### config.mk
export PLATFORM = sky130hd
export DESIGN_NAME = imem_line_responder_flat
export DESIGN_NICKNAME = d
export VERILOG_FILES = /design/src/rtl/imem_line_responder_pkg.sv /design/src/rtl/imem_line_responder_if.sv /design/src/rtl/imem_line_responder_line_buffer.sv /design/src/rtl/imem_line_responder.sv /design/src/flat_wrapper.sv
export SDC_FILE = /design/constraint.sdc
export NUM_CORES = 1
export LEC_CHECK = 0
export ABC_CLOCK_PERIOD_IN_PS = 4600
export CORE_MARGIN = 2
export CORE_UTILIZATION = 30
export DETAILED_ROUTE_END_ITERATION = 10
export GPL_ROUTABILITY_DRIVEN = 0
export MAX_ROUTING_LAYER = met4
export PLACE_DENSITY_LB_ADDON = 0.12
export SLEW_MARGIN = 20
export SYNTH_ARGS = -nofsm -noshare
export SYNTH_HDL_FRONTEND = slang
export SYNTH_SLANG_ARGS = --single-unit
### constraint.sdc
create_clock -name clk -period 4.6 [get_ports clk]
set_input_delay 0.69 -clock clk [delete_from_list [all_inputs] [get_ports clk]]
set_output_delay 0.69 -clock clk [all_outputs]
set_load 0.01 [all_outputs]
### src/rtl/imem_line_responder_pkg.sv
// Shared types and constants for the instruction-memory line responder.
package imem_line_responder_pkg;

   typedef enum logic [1:0] {
      StIdle,
      StReq,
      StFill,
      StResp
   } imem_rsp_state_t;

   localparam int unsigned LINE_BYTES   = 32;
   localparam int unsigned TAG_LSB      = 5;
   localparam int unsigned WORD_SEL_MSB = 4;
   localparam int unsigned TAG_WIDTH    = 32 - TAG_LSB;

   // Words are little-endian within a 64-bit beat.
   function automatic logic [31:0] beat_word(input logic [63:0] beat, input logic hi);
      return hi ? beat[63:32] : beat[31:0];
   endfunction

endpackage

### src/rtl/imem_line_responder_if.sv
// Fetch-side imem request bus plus the bmem burst-read bus of the line responder.
interface imem_line_responder_if;

   logic [31:0] imem_addr;
   logic [3:0]  imem_rmask;
   logic [31:0] imem_rdata;
   logic        imem_resp;
   logic        inv;

   logic [31:0] bmem_addr;
   logic        bmem_read;
   logic        bmem_ready;
   logic [63:0] bmem_rdata;
   logic        bmem_rvalid;

   modport slave (
      input  imem_addr,
      input  imem_rmask,
      input  inv,
      input  bmem_ready,
      input  bmem_rdata,
      input  bmem_rvalid,
      output imem_rdata,
      output imem_resp,
      output bmem_addr,
      output bmem_read
   );

   modport master (
      output imem_addr,
      output imem_rmask,
      output inv,
      output bmem_ready,
      output bmem_rdata,
      output bmem_rvalid,
      input  imem_rdata,
      input  imem_resp,
      input  bmem_addr,
      input  bmem_read
   );

endinterface

### src/rtl/imem_line_responder_line_buffer.sv
// Single-line buffer: beat storage with a beat write port, valid/tag, and a word read mux.
module imem_line_responder_line_buffer
   import imem_line_responder_pkg::*;
#(
   parameter int unsigned BEAT_WIDTH = 64,
   parameter int unsigned LINE_BEATS = 4
) (
   input  logic                  clk,
   input  logic                  rst,
   input  logic                  beat_we,
   input  logic [1:0]            beat_idx,
   input  logic [BEAT_WIDTH-1:0] beat_data,
   input  logic                  set_valid,
   input  logic                  clr_valid,
   input  logic                  tag_we,
   input  logic [TAG_WIDTH-1:0]  tag_in,
   input  logic [2:0]            word_sel,
   output logic [31:0]           word,
   output logic                  valid,
   output logic [TAG_WIDTH-1:0]  tag
);

   logic [BEAT_WIDTH-1:0] beats_q [LINE_BEATS];
   logic                  valid_q;
   logic [TAG_WIDTH-1:0]  tag_q;

   // Data needs no reset: it is only read while valid or right after a complete fill.
   always_ff @(posedge clk) begin
      if (beat_we) begin
         beats_q[beat_idx] <= beat_data;
      end
   end

   always_ff @(posedge clk) begin
      if (rst) begin
         valid_q <= 1'b0;
         tag_q   <= '0;
      end else begin
         if (tag_we) begin
            tag_q <= tag_in;
         end
         if (clr_valid) begin
            valid_q <= 1'b0;
         end else if (set_valid) begin
            valid_q <= 1'b1;
         end
      end
   end

   assign word  = beat_word(beats_q[word_sel[2:1]], word_sel[0]);
   assign valid = valid_q;
   assign tag   = tag_q;

endmodule

### src/rtl/imem_line_responder.sv
// Instruction-memory responder: serves fetch reads from one 32-byte line, refilling it from bmem
// with a 4-beat burst on a miss.
module imem_line_responder
   import imem_line_responder_pkg::*;
#(
   parameter int unsigned BEAT_WIDTH = 64,
   parameter int unsigned LINE_BEATS = 4
) (
   input logic                  clk,
   input logic                  rst,
   imem_line_responder_if.slave bus
);

   imem_rsp_state_t state_q;
   logic [1:0]      beat_cnt_q;
   logic [2:0]      word_sel_q;
   logic            inv_seen_q;
   logic [31:0]     bmem_addr_q;
   logic            bmem_read_q;
   logic            imem_resp_q;
   logic [31:0]     imem_rdata_q;

   logic                 req;
   logic                 hit;
   logic                 beat_we;
   logic                 last_beat;
   logic                 set_valid;
   logic                 clr_valid;
   logic                 buf_valid;
   logic [TAG_WIDTH-1:0] buf_tag;
   logic [2:0]           rd_sel;
   logic [31:0]          buf_word;
   logic [31:0]          fill_word;
   logic                 unused_addr_bits;

   assign unused_addr_bits = ^bus.imem_addr[1:0];

   assign req       = |bus.imem_rmask;
   assign hit       = buf_valid && (buf_tag == bus.imem_addr[31:TAG_LSB]) && !bus.inv;
   assign beat_we   = (state_q == StFill) && bus.bmem_rvalid;
   assign last_beat = beat_we && (beat_cnt_q == 2'd3);

   // An inv seen at any point of the fill keeps the freshly filled line invalid.
   assign set_valid = last_beat && !inv_seen_q && !bus.inv;
   assign clr_valid = (((state_q == StIdle) || (state_q == StResp)) && bus.inv) ||
                      ((state_q == StIdle) && req && !hit);

   // Hits index with the live address; a fill returns the word latched at miss time.
   assign rd_sel = (state_q == StIdle) ? bus.imem_addr[WORD_SEL_MSB:2] : word_sel_q;

   // The last beat is still in flight when the response is registered, so bypass it.
   assign fill_word = (word_sel_q[2:1] == 2'd3) ? beat_word(bus.bmem_rdata, word_sel_q[0])
                                                : buf_word;

   imem_line_responder_line_buffer #(
      .BEAT_WIDTH(BEAT_WIDTH),
      .LINE_BEATS(LINE_BEATS)
   ) u_line_buffer (
      .clk       (clk),
      .rst       (rst),
      .beat_we   (beat_we),
      .beat_idx  (beat_cnt_q),
      .beat_data (bus.bmem_rdata),
      .set_valid (set_valid),
      .clr_valid (clr_valid),
      .tag_we    (last_beat),
      .tag_in    (bmem_addr_q[31:TAG_LSB]),
      .word_sel  (rd_sel),
      .word      (buf_word),
      .valid     (buf_valid),
      .tag       (buf_tag)
   );

   always_ff @(posedge clk) begin
      if (rst) begin
         state_q      <= StIdle;
         beat_cnt_q   <= '0;
         word_sel_q   <= '0;
         inv_seen_q   <= 1'b0;
         bmem_addr_q  <= '0;
         bmem_read_q  <= 1'b0;
         imem_resp_q  <= 1'b0;
         imem_rdata_q <= '0;
      end else begin
         imem_resp_q  <= 1'b0;
         imem_rdata_q <= '0;
         unique case (state_q)
            StIdle: begin
               if (req) begin
                  if (hit) begin
                     imem_resp_q  <= 1'b1;
                     imem_rdata_q <= buf_word;
                     state_q      <= StResp;
                  end else begin
                     bmem_addr_q <= {bus.imem_addr[31:TAG_LSB], {TAG_LSB{1'b0}}};
                     bmem_read_q <= 1'b1;
                     word_sel_q  <= bus.imem_addr[WORD_SEL_MSB:2];
                     inv_seen_q  <= 1'b0;
                     state_q     <= StReq;
                  end
               end
            end
            StReq: begin
               if (bus.inv) begin
                  inv_seen_q <= 1'b1;
               end
               if (bus.bmem_ready) begin
                  bmem_read_q <= 1'b0;
                  beat_cnt_q  <= '0;
                  state_q     <= StFill;
               end
            end
            StFill: begin
               if (bus.inv) begin
                  inv_seen_q <= 1'b1;
               end
               if (bus.bmem_rvalid) begin
                  beat_cnt_q <= beat_cnt_q + 2'd1;
                  if (beat_cnt_q == 2'd3) begin
                     imem_resp_q  <= 1'b1;
                     imem_rdata_q <= fill_word;
                     state_q      <= StResp;
                  end
               end
            end
            StResp: begin
               state_q <= StIdle;
            end
            default: begin
               state_q <= StIdle;
            end
         endcase
      end
   end

   assign bus.imem_resp  = imem_resp_q;
   assign bus.imem_rdata = imem_rdata_q;
   assign bus.bmem_read  = bmem_read_q;
   assign bus.bmem_addr  = bmem_addr_q;

endmodule

### src/flat_wrapper.sv
// flat-port wrapper written by rule: the top's interface ports become plain ports
module imem_line_responder_flat import imem_line_responder_pkg::*;
#(
   parameter int unsigned BEAT_WIDTH = 64,
   parameter int unsigned LINE_BEATS = 4
)
  (clk, rst, bus_imem_addr, bus_imem_rmask, bus_inv, bus_bmem_ready, bus_bmem_rdata, bus_bmem_rvalid, bus_imem_rdata, bus_imem_resp, bus_bmem_addr, bus_bmem_read);
  imem_line_responder_if bus_i ();
  input logic clk;
  input logic rst;
  input wire logic [$bits(bus_i.imem_addr)-1:0] bus_imem_addr;
  input wire logic [$bits(bus_i.imem_rmask)-1:0] bus_imem_rmask;
  input wire logic [$bits(bus_i.inv)-1:0] bus_inv;
  input wire logic [$bits(bus_i.bmem_ready)-1:0] bus_bmem_ready;
  input wire logic [$bits(bus_i.bmem_rdata)-1:0] bus_bmem_rdata;
  input wire logic [$bits(bus_i.bmem_rvalid)-1:0] bus_bmem_rvalid;
  output wire logic [$bits(bus_i.imem_rdata)-1:0] bus_imem_rdata;
  output wire logic [$bits(bus_i.imem_resp)-1:0] bus_imem_resp;
  output wire logic [$bits(bus_i.bmem_addr)-1:0] bus_bmem_addr;
  output wire logic [$bits(bus_i.bmem_read)-1:0] bus_bmem_read;
  assign bus_i.imem_addr = bus_imem_addr;
  assign bus_i.imem_rmask = bus_imem_rmask;
  assign bus_i.inv = bus_inv;
  assign bus_i.bmem_ready = bus_bmem_ready;
  assign bus_i.bmem_rdata = bus_bmem_rdata;
  assign bus_i.bmem_rvalid = bus_bmem_rvalid;
  assign bus_imem_rdata = bus_i.imem_rdata;
  assign bus_imem_resp = bus_i.imem_resp;
  assign bus_bmem_addr = bus_i.bmem_addr;
  assign bus_bmem_read = bus_i.bmem_read;
  imem_line_responder #(.BEAT_WIDTH(BEAT_WIDTH), .LINE_BEATS(LINE_BEATS)) u_core (.clk(clk), .rst(rst), .bus(bus_i));
endmodule
== Yosys cells after proc, flatten, opt, wreduce, memory -nomap -nowiden ==
Memory sizes are Yosys's and may differ from the RTL's.
Index checks and enable logic that the tools add are counted.

* Bitwise logic cells: 1
* Reductions and logical operators: 26
* Equality and inequality tests: 12
* Mux-type cells: 33
* Add/sub/neg operators: 1

{| class="wikitable"
|+ Operators with widths
! kind !! count
|-
| two-way mux 32 bit || 7
|-
| case mux 32 bit (2 select lines) || 1
|-
| == test 27 bit || 1
|-
| two-way mux 2 bit || 7
|-
| two-way mux 1 bit || 12
|-
| AND reduction 4 bit || 3
|-
| logical AND 1 bit || 9
|-
| == test 2 bit, second input constant || 4
|-
| inequality test 2 bit, second input constant || 4
|-
| case mux 2 bit (4 select lines) || 1
|-
| case mux 1 bit (2 select lines) || 3
|-
| AND reduction 3 bit || 2
|-
| nonzero test 2 bit || 3
|-
| inequality test 2 x 1 -> 1 bit, second input constant || 2
|-
| case mux 2 bit (2 select lines) || 1
|-
| OR reduction 2 bit || 2
|-
| OR reduction 4 bit || 1
|-
| zero test 1 bit || 3
|-
| two-way mux 3 bit || 1
|-
| adder 2 x 1 -> 2 bit, second input constant || 1
|-
| == test 2 x 1 -> 1 bit, second input constant || 1
|-
| zero test 2 bit || 1
|-
| logical OR 1 bit || 2
|-
| inverter 1 bit || 1
|}

* Output and inout bits: 66
* Logic and storage cells: 84
* Memories: 1
* Input bits: 105
* RAM bits: 256
* Register bits: 97

{| class="wikitable"
|+ Memory list
! name !! words !! bits a word !! read ports !! clocked after Yosys merged registers in !! write ports !! line !! text
|-
| u_core.u_line_buffer.beats_q || 4 || 64 || 1 || 0 || 1 || imem_line_responder_line_buffer.sv:23 || <nowiki>logic [BEAT_WIDTH-1:0] beats_q [LINE_BEATS];</nowiki>
|}

== Logic depth before layout (Yosys ltp) ==
Gate-level depths: netlist of run 1.
An unclocked memory read counts as a cell.

* Word-level depth: 8
* Gate-level depth with buffers: 11
* Mapped depth without buffers: 8

== Cells and area by module ==
From an unflattened synthesis of run 1, not the netlist that was laid out.

* Cells, all modules: 823
* Area total of the unflattened synthesis: 14,422.6 µm²

{| class="wikitable"
|+ By module, submodules not included
! module !! area each (µm²) !! sequential area each (µm²) !! cells an instance !! times used
|-
| imem_line_responder_line_buffer || 10,764.1 || 8,247.9 || 465 || 1
|-
| imem_line_responder || 3,658.5 || 1,381.3 || 358 || 1
|}

== Worst setup path before layout of run 1 ==
No wires, ideal clock.

* Path kind: input to register
* Start: input port bus_bmem_rvalid
* End: memory u_core.u_line_buffer.beats_q[3][0] (enable)
* Data required time: 4.146 ns
* Data arrival time: 2.812 ns
* Stages: 3
* Path slack: 1.334 ns
* Path buffers: 1
* Setup time: 0.454 ns
* Cells stage by stage: nand3_1 -> inv_2 -> clkbuf_1

* Longest elaborated chain between the ends: 3

{| class="wikitable"
|+ Ends and longest elaborated chain
! what !! line !! text
|-
| from (decl) || flat_wrapper.sv:16 || <nowiki>input wire logic [$bits(bus_i.bmem_rvalid)-1:0] bus_bmem_rvalid;</nowiki>
|-
| logical AND 1 bit || imem_line_responder.sv:40 || <nowiki>assign beat_we = (state_q == StFill) && bus.bmem_rvalid;</nowiki>
|-
| two-way mux 1 bit || imem_line_responder_line_buffer.sv:29 || <nowiki>if (beat_we) begin</nowiki>
|-
| two-way mux 1 bit (not written as such) || imem_line_responder_line_buffer.sv:30 || <nowiki>beats_q[beat_idx] <= beat_data;</nowiki>
|-
| to (decl) || imem_line_responder_line_buffer.sv:23 ||
|}

No other way between the ends.

== Worst setup path in the final report of run 1 ==
* Start: register u_core.state_q[0]
* End: register u_core.imem_rdata_q[0] (netlist: u_core.bus.imem_rdata[0])

* Longest elaborated chain between the ends: 8
* Elaborated cells between the ends (all ways): 11
* Those cells by class: eq/ne (1); mux (8); reduce/logical (1); memory (1)

{| class="wikitable"
|+ Ends and longest elaborated chain
! what !! line !! text
|-
| from (decl) || imem_line_responder.sv:14 || <nowiki>imem_rsp_state_t state_q;</nowiki>
|-
| from (signal assigned) || imem_line_responder.sv:76 || <nowiki>state_q <= StIdle;</nowiki>
|-
| from (signal assigned) || imem_line_responder.sv:93 || <nowiki>state_q <= StResp;</nowiki>
|-
| from (signal assigned) || imem_line_responder.sv:99 || <nowiki>state_q <= StReq;</nowiki>
|-
| zero test 2 bit || imem_line_responder.sv:49, imem_line_responder.sv:87 ||
|-
| two-way mux 3 bit || imem_line_responder.sv:49 || <nowiki>assign rd_sel = (state_q == StIdle) ? bus.imem_addr[WORD_SEL_MSB:2] : word_sel_q;</nowiki>
|-
| memory read (4 x 64 bit) || -- ||
|-
| two-way mux 32 bit || imem_line_responder_pkg.sv:18 || <nowiki>return hi ? beat[63:32] : beat[31:0];</nowiki>
|-
| two-way mux 32 bit || imem_line_responder.sv:52 || <nowiki>assign fill_word = (word_sel_q[2:1] == 2'd3) ? beat_word(bus.bmem_rdata, word_sel_q[0])</nowiki>
|-
| two-way mux 32 bit || imem_line_responder.sv:119 || <nowiki>if (beat_cnt_q == 2'd3) begin</nowiki>
|-
| two-way mux 32 bit || imem_line_responder.sv:117 || <nowiki>if (bus.bmem_rvalid) begin</nowiki>
|-
| case mux 32 bit (2 select lines) * || imem_line_responder.sv:87 || <nowiki>unique case (state_q)</nowiki>
|-
| to (signal assigned) || imem_line_responder.sv:92 || <nowiki>imem_rdata_q <= buf_word;</nowiki>
|-
| to (signal assigned) || imem_line_responder.sv:121 || <nowiki>imem_rdata_q <= fill_word;</nowiki>
|-
| to (decl) || imem_line_responder.sv:21 || <nowiki>logic [31:0] imem_rdata_q;</nowiki>
|}

Mark *: on every way between the ends. The rest lies on a longest branch, timed or not.
A chain may end at the register's enable or synchronous reset.

==> results.json, run 1 <==
{
  "seqPwrFrac_pct": 40.0,
  "final_nets": 1448,
  "die_h_microns": 221,
  "ys.flop_type": "edfxtp_1",
  "pin_count": 171,
  "wire_per_inst_microns": 18.9,
  "status": "completed",
  "place_hpwl_microns": 21500,
  "antenna_found_initial": 0,
  "hold_violations": 0,
  "fin_crit_sh_pct": 61.3,
  "path_class": "flip-flop to flip-flop",
  "core-area_sq_um": 46600,
  "area_growth_pct": 25.2,
  "slowest_delay_ns": 0.67,
  "leakagePower_nw": 6.05,
  "synth_edf_count": 256,
  "cts-resized-gates": 0,
  "syn_inst": 1181,
  "grt_max_degree": 69,
  "cts_tree": "built",
  "clk_path_buf_depth": 3,
  "max_slew_margin_pct": 29.0,
  "clk_latency_ns": 0.57,
  "power_switching_share_pct": 32.0,
  "avgSynthCellArea_sq_um": 12.0,
  "synth_seq_area_share_pct": 68.2,
  "ctsHoldBuffers": 0,
  "synth_area_sq_um": 14100,
  "worstPathArrival_ns": 3.29,
  "initial_utilization_pct": 30.3,
  "portBuffers": 163,
  "grt_pass1_vias": 9392,
  "vias": 9310,
  "die-area_sq_um": 48800,
  "rows": 79,
  "h-tree-depth": 2,
  "yosys_warnings": 0,
  "ff_latch_area_sq_um": 9630,
  "drt_wl_total_microns": 37400,
  "gr-total-overflow": 0,
  "synth_area_leaders": "edfxtp_1 (54%), dfxtp_1 (14%), nand2_1 (8.2%)",
  "p_sw_w": 0.00296,
  "yosysTopAreaCell": "edfxtp_1",
  "fin_crit_ns": 2.82,
  "pwr-share-clk_pct": 33.4,
  "path_cells": "inv_1, ha_1, buf_4, mux2i_4, buf_4, nand2_1, nand3_1, nand4_1, o22ai_1",
  "drtPass1Iterations": 5,
  "multiInputGateArea_sq_um": 4190,
  "drc": 0,
  "placedInstanceArea_sq_um": 16400,
  "final_area_sq_um": 17700,
  "track_usage_pct": 15.7,
  "num_antenna_cells": 0,
  "crit_top_cell": "buf_4",
  "p_per_area_nw_per_um2": 523,
  "crit_required_ns": 5.08,
  "hold_path_class": "flip-flop to flip-flop",
  "drt_iter0_drc": 621,
  "fin_tns_setup_ns": 0,
  "cts-buffers-inserted": 41,
  "post_cts.repair.setup_buffers": 0,
  "crit_slowest_cell": "buf_4",
  "ys_seq_elements": 353,
  "p_int_w": 0.00629,
  "ys_async_sr_fraction_pct": 0,
  "critPathMaxFanout": 68,
  "tightest_slew_ns": 1.07,
  "cts_root_buf": "clkbuf_16",
  "yosysUniqueCellTypes": 48,
  "grt_pass1_wl_microns": 57400,
  "num-fill-cells": 4579,
  "netlist.area_leader.share_pct": 54.4,
  "irDropWorstVdd_mv": 0.228,
  "clk_pin_slew_ns": 0.06,
  "fin_worst_skew_ns": 0.0162,
  "maxCapViolCount": 0,
  "cts_num_sinks": 353,
  "grt_setup_unrepaired": "no",
  "final_antenna_net_count": 0,
  "end_kind": "flip-flop",
  "critPathLaunchType": "flip-flop",
  "max_freq_ghz": 0.355,
  "setup_viol": 0,
  "via_per_inst": 4.71,
  "layout-drive-gt1-share_pct": 8.11,
  "p_comb_share_pct": 26.5,
  "chipWidth_microns": 221,
  "slew_violations": 0
}
## through the flow
stage,setup slack [ns],hold slack [ns],cells,power [W],util (%)
floorplan,1.33,0.449,1185,0.00543,-
finish,1.78,0.465,1976,0.00925,38.0
global placement,1.25,0.455,1900,0.00629,35.2
detailed placement,1.25,0.459,1900,0.00630,35.2
CTS,1.73,0.467,1976,0.00944,38.0
global route,1.57,0.490,1976,0.00979,38.0
## layer usage
layer	wire, microns	global-route usage (%)
met5	0	-
met4	692	3.94
met3	1940	3.81
met2	17700	25.2
met1	17000	19.9
## kinds of logic after synthesis
logic type | count (synthesis) | share of synthesized area, %
mux | 69 | 5.09
fa+ha+maj | 7 | 0.620
simple gates | 537 | 16.6
buf+inv | 81 | 2.79
xor+xnor | 27 | 1.67
other cells | 1 | 0.0265
flops | 353 | 68.2
compound gates | 106 | 5.00
## worst max-delay path, delay by kind of cell, from the launching register on
kind | cells | cell delay [ns]
AOI/OAI and AO/OA | 1 | 0.15
and+or+nand+nor | 3 | 0.39
buffers and inverters | 3 | 1.11
muxes | 1 | 0.32
DFF | 1 | 0.33
adders and majority gates | 1 | 0.41
## cells in the mapped netlist, types with 2 or more instances
master    count
a211o_1       3
a211oi_1      6
a21oi_1      36
a221oi_1      3
a22oi_1       2
a32oi_1       3
and3_1        3
buf_1         7
buf_2        27
buf_4         9
buf_6         3
clkbuf_1     29
dfxtp_1      97
edfxtp_1    256
ha_1          7
inv_1         5
mux2_2        2
mux2i_1      64
mux2i_4       2
nand2_1     308
nand2b_1      5
nand3_1     120
nand3b_1      2
nand4_1      36
nor2_1       38
nor2b_1      12
nor3_1        6
o21ai_0      10
o21ai_1       5
o22ai_1      22
o22ai_2      10
xnor2_1      27
## final timing paths
| path | from | end | slack [ns] | depth (start not counted) |
|---|---|---|---|---|
| max | u_core.state_q[0]$_SDFFE_PP0P_ | u_core.bus.imem_rdata[0]$_SDFF_PP0_ | 1.78 | 9 |
| min | u_core.u_line_buffer.tag[7]$_SDFFE_PP0P_ | u_core.u_line_buffer.tag[7]$_SDFFE_PP0P_ | 0.46 | 2 |
| max reg2reg | u_core.state_q[0]$_SDFFE_PP0P_ | u_core.bus.imem_rdata[0]$_SDFF_PP0_ | 1.78 | 9 |
| min reg2reg | u_core.u_line_buffer.tag[7]$_SDFFE_PP0P_ | u_core.u_line_buffer.tag[7]$_SDFFE_PP0P_ | 0.46 | 2 |
## power groups by stage
stage | clock network [W] | logic, W | registers (W)
3_5_place_dp | 0 | 0.00253 | 0.00377
5_1_grt | 0.00330 | 0.00276 | 0.00373
6_report | 0.00309 | 0.00246 | 0.00371
3_3_place_gp | 0 | 0.00252 | 0.00377
2_1_floorplan | 0 | 0.00167 | 0.00377
4_1_cts | 0.00319 | 0.00254 | 0.00371
## flip-flops by register name, summed over array words and instances (netlist names)
name and count:
u_core.bus.bmem_read 1, u_core.u_line_buffer.valid 1, u_core.u_line_buffer.tag 27, u_core.inv_seen_q 1
u_core.word_sel_q 3, u_core.bus.imem_rdata 32, u_core.bus.imem_resp 1, u_core.state_q 2
u_core.beat_cnt_q 2, u_core.bus.bmem_addr 27, u_core.u_line_buffer.beats_q 256
## area by class of cell
type | count | share of cell area (%)
Multi-Input combinational cell | 751 | 23.7
Inverter | 6 | 0.141
Sequential cell | 353 | 54.4
Clock inverter | 15 | 0.580
Clock buffer | 61 | 6.68
Timing Repair Buffer | 183 | 10.2
Tap cell | 607 | 4.29
## placed cells by master (no fill, tap or decap), types with 4 or more instances in the layout
| cell | synthesis | routed |
|---|---|---|
| clkdlybuf4s50_1 | 0 | 162 |
| nor2b_1 | 12 | 12 |
| nor2_1 | 38 | 38 |
| nand2_1 | 308 | 308 |
| ha_1 | 7 | 7 |
| conb_1 | 1 | 5 |
| nand2b_1 | 5 | 5 |
| mux2i_1 | 64 | 64 |
| nand3_1 | 120 | 120 |
| dfxtp_1 | 97 | 96 |
| a211oi_1 | 6 | 6 |
| clkbuf_8 | 0 | 8 |
| clkinv_2 | 0 | 6 |
| edfxtp_1 | 256 | 256 |
| o22ai_2 | 10 | 10 |
| o21ai_0 | 10 | 9 |
| nor3_1 | 6 | 6 |
| o22ai_1 | 22 | 22 |
| clkbuf_16 | 0 | 41 |
| xnor2_1 | 27 | 27 |
| buf_4 | 9 | 18 |
| a21oi_1 | 36 | 35 |
| inv_1 | 5 | 5 |
| clkinv_1 | 0 | 4 |
| clkbuf_1 | 29 | 12 |
| nand4_1 | 36 | 36 |
Note: power is estimated with default switching activity, not from simulation.
==> inputs of run 2 (changes only) <==
--- a/config.mk
+++ b/config.mk
@@ -5,7 +5,7 @@
 export SDC_FILE = /design/constraint.sdc
 export NUM_CORES = 1
 export LEC_CHECK = 0
-export ABC_CLOCK_PERIOD_IN_PS = 4600
+export ABC_CLOCK_PERIOD_IN_PS = 2810
 export CORE_MARGIN = 2
 export CORE_UTILIZATION = 30
 export DETAILED_ROUTE_END_ITERATION = 10
==> constraint.sdc (replaced) <==
create_clock -name clk -period 2.81 [get_ports clk]
set_input_delay 0.4215 -clock clk [delete_from_list [all_inputs] [get_ports clk]]
set_output_delay 0.4215 -clock clk [all_outputs]
set_load 0.01 [all_outputs]
==> run 2 against run 1 <==
  * Clock power increased by 63%
  * Design area rose by 1.6%
  * Wire length grew 0.63%
  * Setup slack got worse by 1.3 ns
  * Sequential cell count unchanged
  * Hold slack got worse by 0.14 ns
  * Via count increased by 1.9%
==> results.json, run 2 (synthesis gave the netlist of run 1 again) <==
{
  "wire_per_inst_microns": 18.9,
  "fin_crit_sh_pct": 82.5,
  "drt_iter0_drc": 654,
  "layout_common_cells": "nand2_1 (308), edfxtp_1 (256), clkdlybuf4s50_1 (162)",
  "worstPathArrival_ns": 2.77,
  "final_antenna_net_count": 0,
  "drt_wl_total_microns": 37600,
  "track_usage_pct": 15.6,
  "cts-resized-gates": 0,
  "die-area_sq_um": 48800,
  "antenna_found_initial": 1,
  "ff_latch_area_sq_um": 9630,
  "slew_violations": 0,
  "tightest_slew_ns": 0.665,
  "rows": 79,
  "grt_pass1_vias": 9447,
  "drc": 0,
  "end_kind": "flip-flop",
  "clk_pin_slew_ns": 0.06,
  "grt_setup_unrepaired": "no",
  "largest_reg_flops": 256,
  "whs_ns": 0.329,
  "vias": 9484,
  "min_from": "rst",
  "p_per_area_nw_per_um2": 854,
  "fin_crit_ns": 2.32,
  "clk_path_buf_depth": 3,
  "via_per_inst": 4.76,
  "cts_tree": "built",
  "fin_tns_setup_ns": 0,
  "path_delay_family": "compound AO/OA/AOI/OAI gates",
  "fin_worst_skew_ns": 0.0158,
  "crit_required_ns": 3.26,
  "final_common_cell": "nand2_1",
  "layout-drive-gt1-share_pct": 8.82,
  "ctsHoldBuffers": 0,
  "status": "completed",
  "largest_register": "u_core.u_line_buffer.beats_q",
  "initial_utilization_pct": 30.3,
  "grt_max_degree": 93,
  "critPathMaxFanout": 17,
  "place_hpwl_microns": 22600,
  "cts-buffers-inserted": 41,
  "slowest_delay_ns": 0.41,
  "chipWidth_microns": 221,
  "clk_latency_ns": 0.55,
  "h-tree-depth": 2,
  "post_cts.repair.setup_buffers": 0,
  "gr-total-overflow": 0,
  "max_freq_ghz": 0.431,
  "num-fill-cells": 4492,
  "setup_viol": 0,
  "cts_num_sinks": 353,
  "crit_slowest_cell": "mux2i_4",
  "r2r-start": "u_core.state_q[0]$_SDFFE_PP0P_",
  "cts_root_buf": "clkbuf_16",
  "critPathBufInv": 2,
  "final_nets": 1463,
  "critPathLaunchType": "flip-flop",
  "path_class": "flip-flop to flip-flop",
  "pin_count": 171,
  "grt_pass1_wl_microns": 57300,
  "die_h_microns": 221,
  "crit_start": "u_core.state_q[0]$_SDFFE_PP0P_",
  "portBuffers": 163,
  "path_cells": "inv_1, ha_1, buf_4, mux2i_4, nor2_1, a32oi_1, o21ai_1, a211o_1, o21ai_0",
  "maxCapViolCount": 0,
  "area_growth_pct": 27.2,
  "irDropWorstVdd_mv": 0.374,
  "hold_violations": 0,
  "leakagePower_nw": 6.16,
  "core-area_sq_um": 46600,
  "hold_path_class": "input port to flip-flop",
  "drtPass1Iterations": 4,
  "max_slew_margin_pct": 55.5,
  "multiInputGateArea_sq_um": 4190
}
[run 2: worst paths after layout]
check | end | depth (start not counted) | slack (ns)
hold / removal | u_core.bus.bmem_addr[12]$_SDFFE_PP0P_ | 2 | 0.33
hold reg to reg | u_core.u_line_buffer.tag[24]$_SDFFE_PP0P_ | 2 | 0.46
setup reg to reg | u_core.bus.imem_rdata[15]$_SDFF_PP0_ | 9 | 0.49
setup / recovery | u_core.bus.imem_rdata[15]$_SDFF_PP0_ | 9 | 0.49
[run 2: routing by layer]
metal / track usage [%] / wire (microns) / vias to the layer above
li1: - / - / 4571
met1: 19.8 / 16900 / 4657
met2: 24.6 / 17800 / 201
met3: 4.34 / 2180 / 55
met4: 3.81 / 683 / 0
met5: - / 0 / -
[run 2: through the flow]
stage                     total power, W  std cells  instance area [sq um]  worst slack [ns]  utilization, %
final                             0.0154       1992                  18000             0.492            38.6
after global routing              0.0162       1992                  18000             0.267            38.6
after CTS                         0.0156       1991                  18000             0.455            38.6
after detailed placement          0.0105       1915                  16700             0.216            35.9
after global placement            0.0105       1915                  16700             0.227            35.9
after floorplan                  0.00889       1185                  14100             0.154               -
[run 2: worst register-to-register path: cells and delay by family (launching register included)]
family / cells / cell delay [ns]
multiplexers: 1 / 0.42
AO/OA/AOI/OAI: 4 / 0.72
flip-flops: 1 / 0.32
buffers and inverters: 2 / 0.40
adder cells (fa/ha/maj): 1 / 0.23
AND/OR/NAND/NOR: 1 / 0.15
[run 2: power breakdown]
part	internal (W)	switching [W]	total [W]
registers	0.00588	0.000151	0.00603
clock network	0.00295	0.00208	0.00503
logic	0.00167	0.00262	0.00429
[run 2: area by class of cell]
class	instances	share of cell area, %
well taps	607	4.23
clock buffers	62	6.66
inverters	6	0.139
flip-flops and latches	353	53.6
multi-input cells	751	23.3
clock inverters	14	0.425
repair buffers	198	11.6
diodes	1	0.0139
==> inputs of run 3 (changes only) <==
--- a/config.mk
+++ b/config.mk
@@ -5,7 +5,7 @@
 export SDC_FILE = /design/constraint.sdc
 export NUM_CORES = 1
 export LEC_CHECK = 0
-export ABC_CLOCK_PERIOD_IN_PS = 2810
+export ABC_CLOCK_PERIOD_IN_PS = 1900
 export CORE_MARGIN = 2
 export CORE_UTILIZATION = 30
 export DETAILED_ROUTE_END_ITERATION = 10
==> constraint.sdc (replaced) <==
create_clock -name clk -period 1.9 [get_ports clk]
set_input_delay 0.285 -clock clk [delete_from_list [all_inputs] [get_ports clk]]
set_output_delay 0.285 -clock clk [all_outputs]
set_load 0.01 [all_outputs]
==> run 3 against run 2 <==
  * The flow now finishes with violations (negative setup slack)
  * Maximum frequency grew 21%
  * First-iteration DRC count decreased by 14%
  * Sequential cell count did not move
  * Via count is 3.3% higher
  * Die area stayed put
  * Setup slack worse by 0.51 ns
  * Count of clock-buffer cells in the layout shrank 7
  * Design area increased by 7.9%
  * Utilization rose by 3.0 points
==> results.json, run 3 (synthesis gave the netlist of run 1 again) <==
{
  "irDropWorstVdd_mv": 0.585,
  "drtPass1Iterations": 5,
  "largest_reg_flops": 256,
  "gr-total-overflow": 0,
  "slew_violations": 0,
  "grt_pass1_vias": 10313,
  "chipWidth_microns": 221,
  "final_nets": 1541,
  "cts_tree": "built",
  "p_per_area_nw_per_um2": 1310,
  "critPathLaunchType": "flip-flop",
  "drc": 0,
  "max_slew_margin_pct": 52.8,
  "multiInputGateArea_sq_um": 4540,
  "maxCapViolCount": 0,
  "tightest_slew_ns": 0.708,
  "track_usage_pct": 16.6,
  "violations": "negative setup slack",
  "setup_ws_ns": -0.0144,
  "drt_wl_total_microns": 40600,
  "fin_crit_sh_pct": 101,
  "drt_iter0_drc": 564,
  "grt_setup_unrepaired": "yes",
  "path_delay_family": "compound AO/OA/AOI/OAI gates",
  "area_growth_pct": 37.2,
  "portBuffers": 163,
  "clk_pin_slew_ns": 0.06,
  "ff_latch_area_sq_um": 9640,
  "critPathMaxFanout": 5,
  "path_class": "flip-flop to flip-flop",
  "clk_latency_ns": 0.54,
  "largest_register": "u_core.u_line_buffer.beats_q",
  "layout_common_cells": "nand2_1 (280), edfxtp_1 (256), clkdlybuf4s50_1 (162)",
  "path_cells": "inv_2, ha_4, bufbuf_16, buf_4, nor2b_4, a221oi_2, o21ai_1, a211o_1, o21ai_0",
  "cts_num_sinks": 353,
  "instances_no_fill": 2066,
  "wire_per_inst_microns": 19.6,
  "final_antenna_net_count": 0,
  "cts_root_buf": "clkbuf_16",
  "whs_ns": 0.402,
  "pre_cts_ws_ns": -0.435,
  "grt_max_degree": 63,
  "fin_crit_ns": 1.91,
  "setup_viol": 8,
  "grt_pass1_wl_microns": 61100,
  "placed_cells": 1967,
  "hold_violations": 0,
  "h-tree-depth": 2,
  "layout-drive-gt1-share_pct": 19.2,
  "rows": 79,
  "via_per_inst": 4.74,
  "core-area_sq_um": 46600,
  "num-fill-cells": 4394,
  "cts-buffers-inserted": 41,
  "slowest_delay_ns": 0.33,
  "end_kind": "flip-flop",
  "fin_worst_skew_ns": 0.0119,
  "die-area_sq_um": 48800,
  "place_hpwl_microns": 24700,
  "crit_required_ns": 2.37,
  "leakagePower_nw": 6.80,
  "hold_path_class": "input port to flip-flop",
  "critPathBufInv": 3,
  "clk_path_buf_depth": 3,
  "max_freq_ghz": 0.522,
  "antenna_found_initial": 1,
  "crit_slowest_cell": "dfxtp_2",
  "worstPathArrival_ns": 2.39,
  "initial_utilization_pct": 30.3,
  "die_h_microns": 221,
  "fin_tns_setup_ns": -0.0536,
  "vias": 9801,
  "final_common_cell": "nand2_1",
  "pin_count": 171,
  "status": "finished with violations",
  "finalPower_w": 0.0254
}
==> run 3: cell types whose count changed in the layout (fill, tap and decap cells not counted), moves of 12 or more <==
| cell | delta |
|---|---|
| buf_12 | +24 |
| buf_4 | +29 |
| buf_6 | +12 |
| nand2_1 | -28 |
| nand2_2 | +27 |
| nand3_1 | -29 |
| nand3_2 | +29 |
==> run 3: repair_timing <==
| action | CTS | global route |
|---|---|---|
| cloned | 3 | 8 |
| hold endpoints to repair | 1 | 0 |
| hold buffers | 1 | 0 |
| buffers inserted | 13 | 6 |
| setup endpoints to repair | 41 | 64 |
| gates resized for setup | 40 | 83 |
| pin swaps | 12 | 41 |
==> run 3: final cells by class <==
class / count / share of cell area [%]
Inverter: 6 / 0.129
Tap cell: 607 / 3.92
Timing Repair Buffer: 276 / 16.6
Multi-Input combinational cell: 751 / 23.4
Clock buffer: 55 / 5.62
Antenna cell: 1 / 0.0129
Sequential cell: 353 / 49.7
Clock inverter: 17 / 0.542
==> run 3: layer usage <==
metal | wire, microns | track usage, % | share of wire, %
met1 | 17800 | 20.5 | 44
met5 | 0 | - | 0
met2 | 20000 | 27.3 | 49
met3 | 1940 | 3.35 | 4.8
met4 | 880 | 5.35 | 2.2
==> run 3: worst paths after layout <==
kind | slack (ns) | startpoint | endpoint | depth (start not counted)
setup reg to reg | -0.01 | u_core.state_q[1]$_SDFFE_PP0P_ | u_core.bus.imem_rdata[15]$_SDFF_PP0_ | 9
hold / removal | 0.40 | bus_bmem_rdata[18] | u_core.u_line_buffer.beats_q[0][18]$_DFFE_PP_ | 1
setup / recovery | -0.01 | u_core.state_q[1]$_SDFFE_PP0P_ | u_core.bus.imem_rdata[15]$_SDFF_PP0_ | 9
hold reg to reg | 0.47 | u_core.u_line_buffer.tag[5]$_SDFFE_PP0P_ | u_core.u_line_buffer.tag[5]$_SDFFE_PP0P_ | 2
==> run 3: metrics by stage <==
stage / util [%] / instance area, sq um
CTS: 40.5 / 18800
finish: 41.6 / 19400
detailed placement: 37.2 / 17300
global route: 41.6 / 19400
floorplan: - / 14200
global placement: 37.2 / 17300
==> run 3: report_power, final <==
| part | leakage [nW] | total, W | switching (W) | internal [W] |
|---|---|---|---|---|
| clock network | 0.587 | 0.00715 | 0.00301 | 0.00414 |
| registers | 3.10 | 0.00894 | 0.000245 | 0.00870 |
| logic | 3.12 | 0.00934 | 0.00473 | 0.00460 |
